**src/rtl/cpu_defines.sv**
```systemverilog
// Shared encodings for the ID-stage branch sequencer: branch classes,
// sequencer states, hazard classes and source-use helpers.
package cpu_defines;

  // Nine branch classes do not fit in three bits, so the op field is four wide.
  localparam int BR_OP_W = 4;

  typedef enum logic [3:0] {
    BR_NONE = 4'd0,
    BR_BEQ  = 4'd1,
    BR_BNE  = 4'd2,
    BR_BLEZ = 4'd3,
    BR_BGTZ = 4'd4,
    BR_BLTZ = 4'd5,
    BR_BGEZ = 4'd6,
    BR_J    = 4'd7,
    BR_JR   = 4'd8
  } br_op_t;

  typedef enum logic [1:0] {
    ST_IDLE  = 2'd0,
    ST_WAIT2 = 2'd1,
    ST_WAIT1 = 2'd2
  } br_state_t;

  typedef enum logic [1:0] {
    HZ_NONE     = 2'd0,
    HZ_LOAD_EX  = 2'd1,
    HZ_EX       = 2'd2,
    HZ_LOAD_MEM = 2'd3
  } hz_class_t;

  localparam logic [31:0] INIT_32 = 32'h0000_0000;

  function automatic logic is_branch(input logic [BR_OP_W-1:0] op);
    return (op >= 4'd1) && (op <= 4'd8);
  endfunction

  function automatic logic uses_rs(input logic [BR_OP_W-1:0] op);
    return ((op >= 4'd1) && (op <= 4'd6)) || (op == 4'd8);
  endfunction

  function automatic logic uses_rt(input logic [BR_OP_W-1:0] op);
    return (op == 4'd1) || (op == 4'd2);
  endfunction

endpackage

```
**src/rtl/br_hazard_det.sv**
```systemverilog
// Combinational hazard classifier: compares the used ID sources against the
// EX and MEM destinations and returns the highest-priority hazard class.
module br_hazard_det
  import cpu_defines::*;
(
  input  logic       use_rs,
  input  logic       use_rt,
  input  logic [4:0] rs,
  input  logic [4:0] rt,
  input  logic       ex_wr_en,
  input  logic [4:0] ex_wr_reg,
  input  logic       ex_is_load,
  input  logic [4:0] mem_wr_reg,
  input  logic       mem_is_load,
  output hz_class_t  hz
);

  logic rs_live;
  logic rt_live;
  logic ex_hit;
  logic mem_hit;

  // Register 0 is hardwired, so it never creates a dependency.
  always_comb begin
    rs_live = use_rs && (rs != 5'd0);
    rt_live = use_rt && (rt != 5'd0);
    ex_hit  = ex_wr_en && ((rs_live && (rs == ex_wr_reg)) || (rt_live && (rt == ex_wr_reg)));
    mem_hit = mem_is_load && ((rs_live && (rs == mem_wr_reg)) || (rt_live && (rt == mem_wr_reg)));
    if (ex_hit && ex_is_load) begin
      hz = HZ_LOAD_EX;
    end else if (ex_hit) begin
      hz = HZ_EX;
    end else if (mem_hit) begin
      hz = HZ_LOAD_MEM;
    end else begin
      hz = HZ_NONE;
    end
  end

endmodule

```
**src/rtl/branch_ctrl.sv**
```systemverilog
// ID-stage branch/jump sequencer: stalls on unforwardable operands, resolves
// the branch and issues a one-cycle registered PC redirect with IF/ID flush.
module branch_ctrl
  import cpu_defines::*;
#(
  parameter int PC_W  = 32,
  parameter int CNT_W = 32
) (
  input  logic               clk,
  input  logic               rst,
  input  logic               id_valid,
  input  logic [BR_OP_W-1:0] id_br_op,
  input  logic [4:0]         id_rs,
  input  logic [4:0]         id_rt,
  input  logic [31:0]        rs_data,
  input  logic [31:0]        rt_data,
  input  logic [PC_W-1:0]    id_pc,
  input  logic [15:0]        id_imm,
  input  logic [25:0]        id_jidx,
  input  logic               ex_wr_en,
  input  logic [4:0]         ex_wr_reg,
  input  logic               ex_is_load,
  input  logic [4:0]         mem_wr_reg,
  input  logic               mem_is_load,
  output logic               stall_id,
  output logic               flush_if_id,
  output logic               redirect_valid,
  output logic [PC_W-1:0]    redirect_pc,
  output logic [CNT_W-1:0]   br_cnt,
  output logic [CNT_W-1:0]   taken_cnt
);

  localparam logic [CNT_W-1:0] CNT_MAX = {CNT_W{1'b1}};

  br_state_t        state;
  br_state_t        next_state;
  hz_class_t        hz;
  logic             is_br;
  logic             hazard;
  logic             resolve;
  logic             taken;
  logic [PC_W-1:0]  pc4;
  logic [PC_W-1:0]  target;
  logic signed [31:0] rs_s;

  br_hazard_det u_hz (
    .use_rs      (uses_rs(id_br_op)),
    .use_rt      (uses_rt(id_br_op)),
    .rs          (id_rs),
    .rt          (id_rt),
    .ex_wr_en    (ex_wr_en),
    .ex_wr_reg   (ex_wr_reg),
    .ex_is_load  (ex_is_load),
    .mem_wr_reg  (mem_wr_reg),
    .mem_is_load (mem_is_load),
    .hz          (hz)
  );

  assign is_br  = id_valid && is_branch(id_br_op);
  assign hazard = (hz != HZ_NONE);

  // State register.
  always_ff @(posedge clk or posedge rst) begin
    if (rst) begin
      state <= ST_IDLE;
    end else begin
      state <= next_state;
    end
  end

  // Next state: a load in EX needs two wait states, other hazards one.
  always_comb begin
    next_state = ST_IDLE;
    case (state)
      ST_IDLE: begin
        if (is_br && (hz == HZ_LOAD_EX)) begin
          next_state = ST_WAIT2;
        end else if (is_br && hazard) begin
          next_state = ST_WAIT1;
        end else begin
          next_state = ST_IDLE;
        end
      end
      ST_WAIT2: next_state = ST_WAIT1;
      ST_WAIT1: next_state = ST_IDLE;
      default:  next_state = ST_IDLE;
    endcase
  end

  // FSM outputs: stall while waiting or while a fresh hazard is seen in IDLE.
  always_comb begin
    stall_id = 1'b0;
    resolve  = 1'b0;
    if (state != ST_IDLE) begin
      stall_id = 1'b1;
    end else begin
      stall_id = is_br && hazard;
      resolve  = is_br && !hazard;
    end
  end

  // Signed compare and target select.
  always_comb begin
    rs_s  = $signed(rs_data);
    pc4   = id_pc + PC_W'(4);
    taken = 1'b0;
    target = pc4 + {{(PC_W-18){id_imm[15]}}, id_imm, 2'b00};
    case (id_br_op)
      BR_BEQ:  taken = (rs_data == rt_data);
      BR_BNE:  taken = (rs_data != rt_data);
      BR_BLEZ: taken = (rs_s <= 32'sd0);
      BR_BGTZ: taken = (rs_s > 32'sd0);
      BR_BLTZ: taken = (rs_s < 32'sd0);
      BR_BGEZ: taken = (rs_s >= 32'sd0);
      BR_J: begin
        taken  = 1'b1;
        target = {pc4[PC_W-1:28], id_jidx, 2'b00};
      end
      BR_JR: begin
        taken  = 1'b1;
        target = PC_W'(rs_data);
      end
      default: taken = 1'b0;
    endcase
  end

  // Redirect pulse and saturating performance counters.
  always_ff @(posedge clk or posedge rst) begin
    if (rst) begin
      redirect_valid <= 1'b0;
      flush_if_id    <= 1'b0;
      redirect_pc    <= PC_W'(INIT_32);
      br_cnt         <= CNT_W'(INIT_32);
      taken_cnt      <= CNT_W'(INIT_32);
    end else begin
      redirect_valid <= resolve && taken;
      flush_if_id    <= resolve && taken;
      redirect_pc    <= (resolve && taken) ? target : PC_W'(INIT_32);
      if (resolve && (br_cnt != CNT_MAX)) begin
        br_cnt <= br_cnt + CNT_W'(1);
      end
      if (resolve && taken && (taken_cnt != CNT_MAX)) begin
        taken_cnt <= taken_cnt + CNT_W'(1);
      end
    end
  end

endmodule

```
**config.mk**
```make
export PLATFORM = sky130hd
export DESIGN_NAME = branch_ctrl
export DESIGN_NICKNAME = d
export VERILOG_FILES = /design/src/rtl/cpu_defines.sv /design/src/rtl/br_hazard_det.sv /design/src/rtl/branch_ctrl.sv
export SDC_FILE = /design/constraint.sdc
export NUM_CORES = 1
export LEC_CHECK = 0
export CORE_ASPECT_RATIO = 0.6
export CORE_UTILIZATION = 46
export DETAILED_ROUTE_END_ITERATION = 16
export PLACE_DENSITY = 0.79
export SETUP_SLACK_MARGIN = 0.02
export SYNTH_ARGS = -nofsm -noshare
export SYNTH_HDL_FRONTEND = slang
export SYNTH_HIERARCHICAL = 1
export SYNTH_SLANG_ARGS = --single-unit
```
**constraint.sdc**
```tcl
create_clock -name clk -period 3.5 [get_ports clk]
set_input_delay 0.7 -clock clk [delete_from_list [all_inputs] [get_ports clk]]
set_output_delay 0.7 -clock clk [all_outputs]
set_load 0.02 [all_outputs]
```
==> metrics.yaml, run 1 <==
status: "finished with violations"
violations: "design-rule violations, negative setup slack"
hpwl_mm: 23.3
area_growth_pct: 70.9
grt_max_degree: 54
finalClockSkew_ns: 0.0100
endpoint_kind: "register"
pwr-share-comb_pct: 39.7
synth.most_common_cell: "xnor2_1"
nNetsFinal: 1515
wl_per_cell_um: 19.8
start_util_pct: 47.9
numPortBuffers: 266
synthCells: 845
place_ws_ns: -1.14
irDropWorstVdd_uv: 206
cts.sinks: 99
clock.fmax_mhz: 265
yosys.area.top_type_share_pct: 33.1
pwr-share-seq_pct: 33.2
fin_cells: 1517
synth-async-reset-ratio_pct: 100
hold_ws_ns: 0.491
root_buffer: "clkbuf_16"
synth.distinct_cells: 61
grt_pass1_vias: 8267
arrival_ns: 4.04
synth_top_area_cell: "dfrtp_1"
p_switching_mw: 1.38
finalCritPeriodShare_pct: 108
clkSlewWorstSetupHoldPaths_ns: 0.08
p_int_mw: 2.54
place_area_um2: 11800
drtIter0Drc: 762
synth_edf_count: 0
antenna_cells: 0
cts_tree: "yes"
post-route-min-period_ns: 3.77
cap_viol_max_count: 0
worstPathRequired_ns: 3.77
final_layout_size_suffix_gt1_share_pct: 27.1
die-area_um2: 16800
leakagePower_nw: 5.54
row_count: 35
setup_ws_ns: -0.271
synth.net_count: 1051
tightest_slew_ns: 0.582
vias: 8682
die_w_um: 167
placedCellCount: 1477
setup_tns_ns: -1.04
final_area_um2: 12800
drt_first_pass_iters: 12
yosys-top-cells-count: "146 x xnor2_1, 99 x dfrtp_1, 75 x nand2_1, 55 x a21oi_1, 51 x nand3_1"
cts_buffers: 9
setup_viol: 11
routed_wl_mm: 30.1
grt_overflow: 0
path_class: "input port to register"
p_per_area_nw_per_um2: 306
die_height_um: 101
p_sw_share_pct: 35.3
yosys_warnings: 6
slew_headroom_pct: 61.2
io_pins: 267
ys_ff_latch: 99
hold_class: "register to register"
cp-start-kind: "input port"
synth_ff_type: "dfrtp_1"
detail-route-antenna-nets: 0
seqCellArea_um2: 2480
multi_input_area_um2: 5300
grt_first_pass_wirelength_mm: 45.2
track_usage_pct: 35.2
grt_antenna_before_repair: 0
h-tree-depth: 3
viasPerCell: 5.72
clkPwrFrac_pct: 27.1
clk_path_buf_depth: 2
synth_area_leaders: "dfrtp_1 33%, xnor2_1 17%, ha_1 6.2%"
drv_slew: 0
synth_seq_area_share_pct: 33.1
netlist_area_um2: 7490
gp_congestion: 0.965
drc_errors: 1
rsz0062_at_grt: "true"
core_area_um2: 15600
nFillCells: 982
clkLatencyLatePin_ns: 0.35
avgSynthCellArea_um2: 8.87
path_max_fanout: 4
final-hold-violation-count: 0
-- final timing paths --
check,startpoint,endpoint,slack [ns],cells past startpoint
setup / recovery,id_pc[9],redirect_pc[31],-0.27,19
hold / removal,state[1],state[1],0.49,1
setup reg to reg,taken_cnt[3],taken_cnt[26],0.61,10
hold reg to reg,state[1],state[1],0.49,1
max in group asynchronous,rst,redirect_pc[15],2.02,3
min in group asynchronous,rst,taken_cnt[12],0.78,2
-- layout by cell type (no fill, tap or decap), types with 18 or more instances in the layout --
master           instances
a22oi_1                 25
dfrtp_1                 99
nand2_1                 69
clkdlybuf4s50_1        237
inv_1                   22
buf_6                   18
buf_4                  208
nand4_1                 45
nand3_1                 42
ha_1                    33
a21oi_1                 44
nor2_1                  37
xnor2_1                139
-- sequential cells by signal, indices dropped and copies added (netlist names) --
| register | cells |
|---|---|
| br_cnt | 32 |
| redirect_pc | 32 |
| redirect_valid | 1 |
| state | 2 |
| taken_cnt | 32 |
-- through the flow --
stage | power [mW] | util, %
2_1_floorplan | 1.97 | -
3_3_place_gp | 2.72 | 75.6
3_5_place_dp | 2.75 | 75.6
4_1_cts | 3.83 | 79.8
5_1_grt | 4.09 | 81.9
6_report | 3.92 | 81.9
-- routing by layer --
layer  vias up  global-route usage [%]  share of wire, %
li1       3968                       -                 -
met1      4192                    49.0                45
met2       466                    54.0                44
met3        56                    9.62               9.0
met4         0                    9.05               2.1
met5         -                       0                 0
-- cell type report --
type	instances	share of cell area, %
clock inverter	7	0.713
sequential	99	19.3
multi-input combinational	688	41.4
inverter	24	0.723
timing repair buffer	487	34.1
clock buffer	9	1.76
tap	203	1.98
-- power by group through the flow --
stage,Clock [mW],Combinational (mW),Sequential (mW)
6_report,1.06,1.55,1.30
5_1_grt,1.12,1.65,1.31
4_1_cts,1.06,1.47,1.30
3_5_place_dp,0,1.42,1.32
3_3_place_gp,0,1.40,1.32
2_1_floorplan,0,0.579,1.39
-- cell families (layout without fill, tap and decap cells) --
kind of cell	count (synthesis)	in the layout	synth area share [%]
muxes	5	5	0.718
DFF	99	99	33.1
buffers and inverters	58	527	3.34
xor gates and xnor gates	163	163	19.1
AOI/OAI and AO/OA	166	166	14.7
adders and majority gates	38	38	6.45
and+or+nand+nor	316	316	22.7
-- critical path, cell delays in order --
cell and delay (ns):
buf_6 0.07, and4_4 0.23, and3_4 0.20, and3_4 0.21, nand3_4 0.09, nor2_4 0.13
nand3_2 0.10, xnor2_2 0.14, ha_1 0.33, nand2_2 0.08, o41ai_2 0.27, a211o_1 0.15
a21oi_2 0.04, or4_4 0.49, and4_1 0.17, o31ai_2 0.29, xnor2_1 0.15, nand2_1 0.07
a21oi_1 0.12
-- repair_timing --
| action | 4_1_cts | 5_1_grt |
|---|---|---|
| endpoints found under the setup margin | 94 | 63 |
| setup buffers | 16 | 10 |
| pin swaps | 54 | 42 |
| hold buffers | 0 | 0 |
| resized for setup | 114 | 79 |
Note: power is estimated with default switching activity, not from simulation.
==> inputs of run 2 (changes only) <==
Settings changed: CORE_MARGIN set to 4.
==> run 2 against run 1 <==
The run ends with negative setup slack left. Sequential share of layout area down 0.37 points. Clock power about the same. Power up 1.6%. Critical path depth unchanged. Largest power group unchanged.
==> metrics.yaml, run 2 (synthesis gave the netlist of run 1 again) <==
status: "finished with violations"
violations: "negative setup slack"
detail-route-antenna-nets: 0
vias: 8963
grt_first_pass_wirelength_mm: 48.2
routed_wl_mm: 33.3
final_layout_size_suffix_gt1_share_pct: 29.0
die_w_um: 173
wl_per_cell_um: 21.9
antenna_cells: 0
drt_first_pass_iters: 6
hpwl_mm: 24.8
path_max_fanout: 4
worstPathCellList: "buf_6 -> and4_4 -> and3_4 -> and3_4 -> nand3_4 -> nor2_4 -> nand3_2 -> xnor2_2 -> ha_1 -> nand2_2 -> buf_4 -> nor3_2 -> a21oi_2 -> or4_4 -> and4_1 -> o31ai_2 -> xnor2_1 -> nand2_1 -> a21oi_2"
grt_pass1_vias: 8491
cts.sinks: 99
io_pins: 267
pwr-share-seq_pct: 32.7
endpoint_kind: "register"
p_per_area_nw_per_um2: 305
pwr-share-comb_pct: 40.4
track_usage_pct: 33.2
p_int_mw: 2.56
leakagePower_nw: 5.72
crit_path_max_incr_delay_ns: 0.50
viasPerCell: 5.89
hold_ws_ns: 0.481
path_class: "input port to register"
p_sw_share_pct: 35.8
min_to: "state[1]"
cts_tree: "yes"
drv_slew: 0
gp_congestion: 1.02
cts_hold_buffers: 0
irDropWorstVdd_uv: 253
layout_commonest_cell: "clkdlybuf4s50_1"
root_buffer: "clkbuf_16"
start_util_pct: 47.9
h-tree-depth: 3
worstPathRequired_ns: 3.79
final_cell_mix: "230 x clkdlybuf4s50_1, 206 x buf_4, 130 x xnor2_1"
area_growth_pct: 74.2
finalClockSkew_ns: 0.0154
rrSetupSlack_ns: 0.58
min-delay-start: "state[1]"
clk_path_buf_depth: 2
nNetsFinal: 1520
reg2reg_depth: 9
place_ws_ns: -1.13
top_regs: "br_cnt x32, redirect_pc x32, taken_cnt x32"
r2r_start: "taken_cnt[3]"
clkPwrFrac_pct: 26.9
clock.fmax_mhz: 261
p_switching_mw: 1.42
grt_antenna_before_repair: 2
setup_ws_ns: -0.334
row_count: 35
numPortBuffers: 266
clkSlewWorstSetupHoldPaths_ns: 0.09
drtIter0Drc: 1088
r2r-end: "taken_cnt[1]"
final-hold-violation-count: 0
cap_viol_max_count: 0
tightest_slew_ns: 0.585
clkLatencyLatePin_ns: 0.36
core_area_um2: 15600
die-area_um2: 18500
setup_tns_ns: -0.707
drc_errors: 0
arrival_ns: 4.13
cp_slowest_cell: "or4_4"
die_height_um: 107
rsz0062_at_grt: "true"
cts_buffers: 9
cp-start-kind: "input port"
grt_overflow: 0
grt_max_degree: 42
finalCritPeriodShare_pct: 110
setup_viol: 7
hold_class: "register to register"
hold_depth: 1
slew_headroom_pct: 61.0
post-route-min-period_ns: 3.83
[run 2: per-stage QoR]
| stage | power, mW | instance area, um2 | std cells | utilization [%] |
|---|---|---|---|---|
| final | 3.98 | 13100 | 1522 | 83.5 |
| after global routing | 4.14 | 13100 | 1522 | 83.5 |
| after CTS | 3.85 | 12500 | 1505 | 80.2 |
| after detailed placement | 2.73 | 11700 | 1464 | 74.9 |
| after global placement | 2.71 | 11700 | 1464 | 74.9 |
| after floorplan | 1.97 | 7560 | 845 | - |
[run 2: worst max-delay path by stage]
stage                     startpoint              end  slack, ns  depth (start not counted)
after floorplan             id_pc[5]  redirect_pc[31]      -0.48                         20
after global placement      id_pc[9]  redirect_pc[31]      -0.98                         19
after detailed placement    id_pc[9]  redirect_pc[31]      -1.13                         18
after CTS                  id_pc[10]  redirect_pc[31]      -0.24                         19
after global routing       id_pc[10]  redirect_pc[31]      -0.45                         19
final                      id_pc[10]  redirect_pc[31]      -0.33                         19
[run 2: cell type report]
class | instances | area, um2
Timing Repair Buffer | 492 | 4460
Sequential cell | 99 | 2480
Tap cell | 203 | 254
Multi-Input combinational cell | 688 | 5450
Clock inverter | 7 | 91.3
Clock buffer | 9 | 225
Fill cell | 903 | 2580
Inverter | 24 | 92.6
[run 2: critical path, delay by kind of cell]
| family | cells | cell delay [ns] |
|---|---|---|
| compound gates | 3 | 0.48 |
| xor+xnor | 2 | 0.30 |
| simple gates | 11 | 2.06 |
| buf+inv | 2 | 0.22 |
| fa+ha+maj | 1 | 0.33 |
[run 2: metal layers]
metal | vias to the layer above | part of all wire [%] | track usage [%]
li1 | 4001 | - | -
met1 | 4314 | 44 | 47.3
met2 | 558 | 43 | 50.7
met3 | 86 | 10 | 9.76
met4 | 4 | 2.6 | 6.72
met5 | - | 0.10 | 0
[run 2: repair_timing]
item | CTS | global route
resized for setup | 130 | 118
buffers inserted | 26 | 20
setup endpoints to repair | 93 | 91
pin swaps | 58 | 60
[run 2: power groups by stage]
stage	sequential (mW)	combinational (mW)	clock (mW)
2_1_floorplan	1.39	0.579	0
3_3_place_gp	1.32	1.39	0
3_5_place_dp	1.32	1.41	0
4_1_cts	1.30	1.48	1.08
5_1_grt	1.31	1.71	1.12
6_report	1.30	1.61	1.07
==> inputs of run 3 (changes only) <==
Settings changed: CAP_MARGIN set to 40, CORE_ASPECT_RATIO 0.6 to 0.75.
==> run 3 against run 2 <==
The flow still finishes with violations (negative setup slack). Worst hold slack improved by 0.015 ns. Core utilization decreased by 3.2 points. Count of clock-buffer cells in the layout unchanged. Die area decreased by 0.25%. Critical path depth increased by 1. Register-to-register slack improved by 0.04 ns. Sequential power about the same. Routed wire length decreased by 7.4%. Global-route usage decreased by 1.7 points. Power decreased by 1.3%. Clock skew decreased by 0.0077 ns. Cell count decreased by 0.33%. Largest cell class unchanged. Largest power group unchanged.
==> metrics.yaml, run 3 (synthesis gave the netlist of run 1 again) <==
status: "finished with violations"
violations: "negative setup slack"
setup_viol: 4
gp_congestion: 0.991
slew_headroom_pct: 58.7
reg2reg_depth: 9
area_growth_pct: 71.5
setup_ws_ns: -0.202
endpoint_kind: "register"
nFillCells: 1064
final_util_pct: 80.3
numPortBuffers: 266
nNetsFinal: 1507
row_count: 40
clk_path_buf_depth: 2
hold_depth: 1
final_cell_mix: "238 x clkdlybuf4s50_1, 192 x buf_4, 138 x xnor2_1"
track_usage_pct: 31.5
final_area_um2: 12900
hpwl_mm: 23.5
min_to: "taken_cnt[20]"
grt_pass1_vias: 8663
worstPathCellList: "buf_6 -> and4_4 -> and3_4 -> and3_4 -> nand3_4 -> nor2_4 -> nand3_2 -> xnor2_2 -> ha_1 -> nand2_2 -> o41ai_2 -> a211o_1 -> a21oi_2 -> or4_4 -> buf_6 -> a21oi_2 -> o31ai_2 -> xnor2_1 -> nand2_1 -> a21oi_1"
tightest_slew_ns: 0.615
critical_path_buf_inv_count: 2
drt_first_pass_iters: 5
routed_wl_mm: 30.9
cp-start-kind: "input port"
power_mw: 3.93
r2r_start: "taken_cnt[3]"
viasPerCell: 5.75
cap_viol_max_count: 0
vias: 8729
h-tree-depth: 3
multi_input_area_um2: 5330
die_w_um: 155
cts_tree: "yes"
min-delay-start: "taken_cnt[20]"
drc_errors: 0
seqCellArea_um2: 2480
irDropWorstVdd_uv: 272
path_max_fanout: 4
arrival_ns: 3.99
hold_ws_ns: 0.495
cts.sinks: 99
r2r-end: "taken_cnt[1]"
post-route-min-period_ns: 3.70
grt_antenna_before_repair: 1
layout_commonest_cell: "clkdlybuf4s50_1"
grt_max_degree: 55
clkSlewWorstSetupHoldPaths_ns: 0.08
p_per_area_nw_per_um2: 306
rrSetupSlack_ns: 0.62
top_regs: "br_cnt x32, redirect_pc x32, taken_cnt x32"
path_class: "input port to register"
clkLatencyLatePin_ns: 0.36
leakagePower_nw: 5.51
cts_buffers: 9
drv_slew: 0
final-hold-violation-count: 0
die_height_um: 119
start_util_pct: 46.8
core_area_um2: 16000
grt_first_pass_wirelength_mm: 46.1
clock.fmax_mhz: 270
critPathTopFamily: "simple AND/OR/NAND/NOR gates"
cp_slowest_cell: "or4_4"
wl_per_cell_um: 20.3
crit_cells: 20
io_pins: 267
hold_class: "register to register"
drtIter0Drc: 566
place_area_um2: 11800
root_buffer: "clkbuf_16"
grt_overflow: 0
detail-route-antenna-nets: 0
crit_path_max_incr_delay_ns: 0.44
finalCritPeriodShare_pct: 106
worstPathRequired_ns: 3.78
finalClockSkew_ns: 0.00770
final_layout_size_suffix_gt1_share_pct: 27.2
die-area_um2: 18400
setup_tns_ns: -0.466
rsz0062_at_grt: "true"
==> run 3: area by class of cell <==
class	instances	share of cell area, %
multi-input combinational	688	41.5
timing repair buffer	479	34.0
sequential	99	19.3
tap	210	2.04
clock buffer	9	1.75
inverter	24	0.720
clock inverter	7	0.691
antenna	1	0.0195
==> run 3: what timing repair did <==
| item | 4_1_cts | 5_1_grt |
|---|---|---|
| hold buffers | 0 | 0 |
| setup buffers | 11 | 10 |
| endpoints found under the setup margin | 92 | 88 |
| gates resized for setup | 103 | 100 |
| gates cloned | 0 | 1 |
| pin swaps | 44 | 67 |
==> run 3: through the flow <==
step                std cells  worst slack (ns)
global placement         1478            -0.968
finish                   1517            -0.202
global route             1517            -0.375
floorplan                 845            -0.476
detailed placement       1478             -1.11
CTS                      1505            -0.215
==> run 3: worst max path at each step <==
stage,end,slack (ns),startpoint
after floorplan,redirect_pc[31],-0.48,id_pc[5]
after global placement,redirect_pc[31],-0.97,id_pc[9]
after detailed placement,redirect_pc[31],-1.11,id_pc[10]
after CTS,redirect_pc[31],-0.21,id_pc[10]
after global routing,redirect_pc[31],-0.38,id_pc[8]
final,redirect_pc[31],-0.20,id_pc[9]
==> run 3: routing by layer <==
metal | GRT usage, % | share of wire [%] | routed length (um) | up-vias
li1 | - | - | - | 3969
met1 | 40.9 | 40 | 12200 | 4173
met2 | 49.7 | 46 | 14200 | 487
met3 | 9.30 | 10 | 3190 | 100
met4 | 11.9 | 4.1 | 1270 | 0
met5 | 0 | 0 | 0 | -
==> run 3: where the power goes <==
group | internal (mW) | switching, mW
clock | 0.521 | 0.544
sequential | 1.21 | 0.0925
combinational | 0.800 | 0.758
total | 2.53 | 1.39
